`src/rtl/fpu_result_sat_if.sv`:
```
// Handshake bundle between the fixed-point unit, this output stage and its consumer.
// The slave modport is the output stage's view; the master modport is the
// view of whoever drives the upstream results and consumes the outputs.
interface fpu_result_sat_if #(
   parameter int IN_W  = 40,
   parameter int OUT_W = 32
);
   logic             in_valid;
   logic             in_ready;
   logic [IN_W-1:0]  in_data;
   logic [3:0]       in_sel;
   logic             out_valid;
   logic             out_ready;
   logic [OUT_W-1:0] out_data;
   logic             out_ovf;
   logic [3:0]       out_sel;

   modport slave (
      input  in_valid, in_data, in_sel, out_ready,
      output in_ready, out_valid, out_data, out_ovf, out_sel
   );

   modport master (
      output in_valid, in_data, in_sel, out_ready,
      input  in_ready, out_valid, out_data, out_ovf, out_sel
   );
endinterface

```
`src/rtl/fpu_result_sat.sv`:
```
// Output stage for the fixed-point unit: saturates the wide add/sub result to a
// signed word, queues {sel, ovf, data} in a small FIFO behind valid/ready, and
// keeps a sticky saturating count of overflowing results.
module fpu_result_sat #(
   parameter int IN_W  = 40,
   parameter int OUT_W = 32,
   parameter int DEPTH = 4,
   parameter int CNT_W = 16
) (
   input  logic             clk,
   input  logic             rst,
   fpu_result_sat_if.slave  bus,
   input  logic             clr_count,
   output logic [CNT_W-1:0] ovf_count
);
   localparam int PTR_W = $clog2(DEPTH);
   localparam int ENT_W = 4 + 1 + OUT_W;
   localparam int UPR_W = IN_W - OUT_W + 1;

   logic [PTR_W:0]         count_reg;
   logic [PTR_W-1:0]       wr_ptr_reg;
   logic [PTR_W-1:0]       rd_ptr_reg;
   logic [CNT_W-1:0]       ovf_cnt_reg;

   logic                   push;
   logic                   pop;
   logic [UPR_W-1:0]       upper_bits;
   logic                   in_range;
   logic                   sat_ovf;
   logic [OUT_W-1:0]       sat_data;
   logic [ENT_W-1:0]       wr_entry;
   logic [ENT_W-1:0]       head_entry;
   logic [DEPTH*ENT_W-1:0] entries_flat;

   // Handshake state depends only on registered occupancy: no in_* to out_* path.
   assign bus.in_ready  = (count_reg < (PTR_W+1)'(DEPTH));
   assign bus.out_valid = (count_reg != '0);
   assign push          = bus.in_valid && bus.in_ready;
   assign pop           = bus.out_valid && bus.out_ready;

   // The value fits the output word only when every bit from the output sign bit
   // upward is a copy of the input sign bit; otherwise clamp toward that sign.
   assign upper_bits = bus.in_data[IN_W-1:OUT_W-1];
   assign in_range   = (upper_bits == '0) || (upper_bits == '1);
   assign sat_ovf    = !in_range;

   // Select the clamped or truncated word for the FIFO write.
   always_comb begin
      sat_data = bus.in_data[OUT_W-1:0];
      if (!in_range) begin
         if (bus.in_data[IN_W-1])
            sat_data = {1'b1, {(OUT_W-1){1'b0}}};
         else
            sat_data = {1'b0, {(OUT_W-1){1'b1}}};
      end
   end

   assign wr_entry = {bus.in_sel, sat_ovf, sat_data};

   // One register slot per FIFO entry; storage is not reset because occupancy
   // alone decides what is visible.
   genvar gi;
   for (gi = 0; gi < DEPTH; gi++) begin : g_entry
      logic [ENT_W-1:0] entry_reg;

      // Capture the saturated result when this slot is the write target.
      always_ff @(posedge clk) begin
         if (push && (wr_ptr_reg == PTR_W'(gi)))
            entry_reg <= wr_entry;
      end

      assign entries_flat[gi*ENT_W +: ENT_W] = entry_reg;
   end

   assign head_entry = entries_flat[int'(rd_ptr_reg)*ENT_W +: ENT_W];

   // Head entry is masked to zero while the FIFO is empty.
   assign bus.out_data = bus.out_valid ? head_entry[OUT_W-1:0]         : '0;
   assign bus.out_ovf  = bus.out_valid ? head_entry[OUT_W]             : 1'b0;
   assign bus.out_sel  = bus.out_valid ? head_entry[OUT_W+4:OUT_W+1]   : 4'd0;

   // Pointer and occupancy bookkeeping; power-of-two depth gives natural wrap.
   always_ff @(posedge clk) begin
      if (rst) begin
         count_reg  <= '0;
         wr_ptr_reg <= '0;
         rd_ptr_reg <= '0;
      end else begin
         if (push)
            wr_ptr_reg <= wr_ptr_reg + PTR_W'(1);
         if (pop)
            rd_ptr_reg <= rd_ptr_reg + PTR_W'(1);
         case ({push, pop})
            2'b10:   count_reg <= count_reg + (PTR_W+1)'(1);
            2'b01:   count_reg <= count_reg - (PTR_W+1)'(1);
            default: count_reg <= count_reg;
         endcase
      end
   end

   // Sticky overflow counter: clear wins over history but still counts a
   // same-cycle overflowing push; it sticks at all-ones instead of wrapping.
   always_ff @(posedge clk) begin
      if (rst) begin
         ovf_cnt_reg <= '0;
      end else if (clr_count) begin
         ovf_cnt_reg <= {{(CNT_W-1){1'b0}}, push && sat_ovf};
      end else if (push && sat_ovf && (ovf_cnt_reg != {CNT_W{1'b1}})) begin
         ovf_cnt_reg <= ovf_cnt_reg + CNT_W'(1);
      end
   end

   assign ovf_count = ovf_cnt_reg;
endmodule

```
`src/flat_wrapper.sv`:
```
// flat-port wrapper written by rule: the top's interface ports become plain ports
module fpu_result_sat_flat 
#(
   parameter int IN_W  = 40,
   parameter int OUT_W = 32,
   parameter int DEPTH = 4,
   parameter int CNT_W = 16
)
  (clk, rst, clr_count, ovf_count, bus_in_valid, bus_in_data, bus_in_sel, bus_out_ready, bus_in_ready, bus_out_valid, bus_out_data, bus_out_ovf, bus_out_sel);
  fpu_result_sat_if #(.IN_W(IN_W), .OUT_W(OUT_W)) bus_i ();
  input  logic clk;
  input  logic rst;
  input  logic clr_count;
  output logic [CNT_W-1:0] ovf_count;
  input wire logic [$bits(bus_i.in_valid)-1:0] bus_in_valid;
  input wire logic [$bits(bus_i.in_data)-1:0] bus_in_data;
  input wire logic [$bits(bus_i.in_sel)-1:0] bus_in_sel;
  input wire logic [$bits(bus_i.out_ready)-1:0] bus_out_ready;
  output wire logic [$bits(bus_i.in_ready)-1:0] bus_in_ready;
  output wire logic [$bits(bus_i.out_valid)-1:0] bus_out_valid;
  output wire logic [$bits(bus_i.out_data)-1:0] bus_out_data;
  output wire logic [$bits(bus_i.out_ovf)-1:0] bus_out_ovf;
  output wire logic [$bits(bus_i.out_sel)-1:0] bus_out_sel;
  assign bus_i.in_valid = bus_in_valid;
  assign bus_i.in_data = bus_in_data;
  assign bus_i.in_sel = bus_in_sel;
  assign bus_i.out_ready = bus_out_ready;
  assign bus_in_ready = bus_i.in_ready;
  assign bus_out_valid = bus_i.out_valid;
  assign bus_out_data = bus_i.out_data;
  assign bus_out_ovf = bus_i.out_ovf;
  assign bus_out_sel = bus_i.out_sel;
  fpu_result_sat #(.IN_W(IN_W), .OUT_W(OUT_W), .DEPTH(DEPTH), .CNT_W(CNT_W)) u_core (.clk(clk), .rst(rst), .bus(bus_i), .clr_count(clr_count), .ovf_count(ovf_count));
endmodule
```
`config.mk`:
```
export PLATFORM = sky130hd
export DESIGN_NAME = fpu_result_sat_flat
export DESIGN_NICKNAME = d
export VERILOG_FILES = /design/src/rtl/fpu_result_sat_if.sv /design/src/rtl/fpu_result_sat.sv /design/src/flat_wrapper.sv
export SDC_FILE = /design/constraint.sdc
export NUM_CORES = 1
export LEC_CHECK = 0
export ABC_AREA = 1
export CAP_MARGIN = 20
export CORE_ASPECT_RATIO = 1.1
export CORE_MARGIN = 4
export CORE_UTILIZATION = 44
export CTS_CLUSTER_DIAMETER = 80
export CTS_CLUSTER_SIZE = 30
export DETAILED_ROUTE_END_ITERATION = 16
export PLACE_DENSITY = 0.67
export SYNTH_ARGS = -nofsm -noshare
export SYNTH_HDL_FRONTEND = slang
export SYNTH_SLANG_ARGS = --single-unit
```
`constraint.sdc`:
```
create_clock -name clk -period 3.1 [get_ports clk]
set_input_delay 0.31 -clock clk [delete_from_list [all_inputs] [get_ports clk]]
set_output_delay 0.31 -clock clk [all_outputs]
set_load 0.05 [all_outputs]
```
==> flow_summary.json <==
{
  "grt_pass1_wl_mm": 28.5,
  "antenna_found_initial": 0,
  "cts_hold_buf": 0,
  "clk_pin_slew_worst_paths_ns": 0.07,
  "detail-route-antenna-nets": 0,
  "fp.dieH_um": 145,
  "ys_top_cells_by_area": "edfxtp_1 (60%), nor2_1 (9.2%), nand2_1 (6.5%), dfxtp_1 (6.2%), o21ai_0 (5.3%)",
  "dr.pass1.iters": 4,
  "cp_cell_sequence": "buf_4 -> nor2_1 -> nor2_1 -> o21ai_0 -> a21oi_1 -> buf_12",
  "cts.sinks": 171,
  "r2r_slack_ns": 1.11,
  "cp_common_cell": "nor2_1",
  "irDropWorstVdd_mv": 0.519,
  "period_share_pct": 77.9,
  "cts_made_buffers": 17,
  "crit_path_max_incr_delay_ns": 0.42,
  "start_util_pct": 45.3,
  "dieWidth_um": 132,
  "slew_headroom_pct": 59.6,
  "critPathSlowestCell": "a21oi_1",
  "reg2reg_from": "u_core.count_reg[2]$_SDFFE_PP0P_",
  "synthToLayoutAreaGrowth_pct": 29.8,
  "ios": 104,
  "ff2ff_path_depth": 6,
  "synthFlopType": "edfxtp_1",
  "hold_slack_ns": 0.512,
  "arrival_ns": 2.11,
  "ys.warnings.count": 0,
  "postRouteWirelength_mm": 17.6,
  "netSwitchingFraction_pct": 38.4,
  "drive_above_1_share_pct": 11.7,
  "holdPathStages": 2,
  "n_antenna_cell": 0,
  "fin_skew_ns": 0.00914,
  "route.detailed.drc": 0,
  "fill_cells": 1348,
  "clockBufferDepth": 2,
  "multiInputGateArea_mm2": 0.00232,
  "synthesis.area_mm2": 0.00746,
  "seq_area_frac_synth_pct": 65.7,
  "cts_setup_buffers": 0,
  "via_per_inst": 5.32,
  "worstSetupStartpointType": "flip-flop",
  "p_per_area_mw_per_mm2": 908,
  "hold_end": "u_core.count_reg[0]$_SDFFE_PP0P_",
  "nets": 892,
  "p_clk_share_pct": 22.2,
  "regToRegEndpoint": "u_core.count_reg[1]$_SDFFE_PP0P_",
  "ys_ff_latch": 171,
  "root_buffer": "clkbuf_16",
  "min_from": "u_core.count_reg[0]$_SDFFE_PP0P_",
  "crit_fanout": 38,
  "hp-class": "reg2reg",
  "cts_tree": "yes",
  "grt_setup_unrepaired": "no",
  "core_area_mm2": 0.0165,
  "placed_area_mm2": 0.00913,
  "largest_reg_flops": 148,
  "combinationalPowerShare_pct": 45.8,
  "dp_slack_ns": 0.772,
  "synth_top_area_cell": "edfxtp_1",
  "status": "complete, no violations",
  "synthCells": 741,
  "synth-async-reset-ratio_pct": 0,
  "end_kind": "primary output",
  "p_seq_share_pct": 32.0,
  "worstSetupPathType": "reg2out",
  "syn_avg_cell_area_um2": 10.1,
  "grt-ovfl-total": 0,
  "drv_cap": 0,
  "stdcell_area_mm2": 0.00968,
  "leakage_nw": 3.42,
  "grt_pass1_vias": 5658,
  "crit_family": "buffers and inverters",
  "dp_hpwl_mm": 11.0,
  "drtIter0Drc": 344,
  "finalWeightedCongestion": 0.796,
  "htreeDepth": 4,
  "io_buffers": 103,
  "worstSkewPairLatency_ns": 0.42,
  "hold_violations": 0,
  "p_sw_w": 0.00338,
  "min_period_ns": 2.42,
  "slew_violations": 0,
  "cp.required_ns": 2.79,
  "finalSetupViolCount": 0,
  "max_freq_mhz": 414,
  "die_area_mm2": 0.0191,
  "rows": 49,
  "synth_edf_count": 148,
  "cp_num_buf_inv": 2,
  "grt_max_degree": 49,
  "cts-resized-gates": 0,
  "wl_per_cell_um": 16.7,
  "fin_ws_ns": 0.685,
  "netlist_top_cells_count": "nor2_1 (182), edfxtp_1 (148), nand2_1 (130), o21ai_0 (79), a21oi_1 (55)",
  "synth_cell_type_count": 31,
  "vias": 5604,
  "grtUsageTotal_pct": 18.9,
  "worst_pin_slew_ns": 0.606,
  "fin_setup_tns_ns": 0,
  "p_int_w": 0.00541,
  "netlist.area_leader.share_pct": 59.5,
  "syn-num-nets": 797,
  "post-synth-top-count-cell": "nor2_1",
  "area.sequential_mm2": 0.00491
}
-- cell usage in the layout (no fill, tap or decap), types with 3 or more instances in the layout --
cell and instances:
nor2_1 178, edfxtp_1 148, nand2_1 130, o21ai_0 79, clkdlybuf4s50_1 66, a21oi_1 55, buf_12 40, inv_1 28
dfxtp_1 21, clkbuf_16 17, nand3_1 13, nand4_1 11, buf_4 10, nor2_4 6, ha_1 6, clkinvlp_4 4
inv_2 3, xor2_1 3, clkinv_4 3, clkinv_2 3
-- power by group through the flow --
stage,registers (W),logic (W),clock network [W]
floorplan,0.00286,0.00213,0
global placement,0.00286,0.00402,0
detailed placement,0.00287,0.00406,0
CTS,0.00282,0.00407,0.00198
global route,0.00283,0.00428,0.00209
finish,0.00282,0.00403,0.00195
-- cell families (layout without fill, tap and decap cells) --
family,Yosys count,count (layout),share of synthesized area [%]
AOI/OAI and AO/OA,141,141,9.74
xor gates and xnor gates,4,4,0.469
adders and majority gates,7,7,1.27
buffers and inverters,71,179,3.81
DFF,171,171,65.7
and+or+nand+nor,347,347,19.0
-- area by class of cell --
type                    count  area share [%]
well taps                 204            2.64
clock inverters            14            1.27
flip-flops and latches    171            50.7
multi-input cells         499            23.9
clock buffers              18            4.43
inverters                  31            1.20
repair buffers            116            15.9
-- worst register-to-register path, cell delays in order (launching register included) --
cell and delay [ns]:
dfxtp_1 0.33, nor3_2 0.39, nor2_1 0.14, ha_1 0.22, inv_1 0.10, fa_1 0.43, a211oi_1 0.27
-- per-stage QoR --
stage / std cells / utilization [%] / total power (W)
after floorplan: 741 / - / 0.00499
after global placement: 1021 / 55.4 / 0.00687
after detailed placement: 1021 / 55.4 / 0.00692
after CTS: 1053 / 58.7 / 0.00887
after global routing: 1053 / 58.7 / 0.00920
final: 1053 / 58.7 / 0.00879
-- layer usage --
layer  track usage, %  part of all wire [%]
met2             34.1                    52
met4             5.74                   1.2
met1             22.8                    41
met5                0                     0
met3             4.18                   5.6
-- how the worst max path moves through the flow --
stage / from / to / depth (start not counted)
2_1_floorplan: u_core.count_reg[2]$_SDFFE_PP0P_ / u_core.g_entry[0].entry_reg[0]$_DFFE_PP_ / 3
3_3_place_gp: bus_in_data[38] / u_core.ovf_count[13]$_SDFFE_PP0P_ / 8
3_5_place_dp: bus_in_data[38] / u_core.ovf_count[14]$_SDFFE_PP0P_ / 8
4_1_cts: u_core.count_reg[2]$_SDFFE_PP0P_ / bus_out_data[15] / 4
5_1_grt: u_core.rd_ptr_reg[0]$_SDFFE_PP0P_ / bus_out_data[15] / 5
6_report: u_core.rd_ptr_reg[0]$_SDFFE_PP0P_ / bus_out_data[0] / 6
No activity file was read; power rests on OpenSTA's default activity.
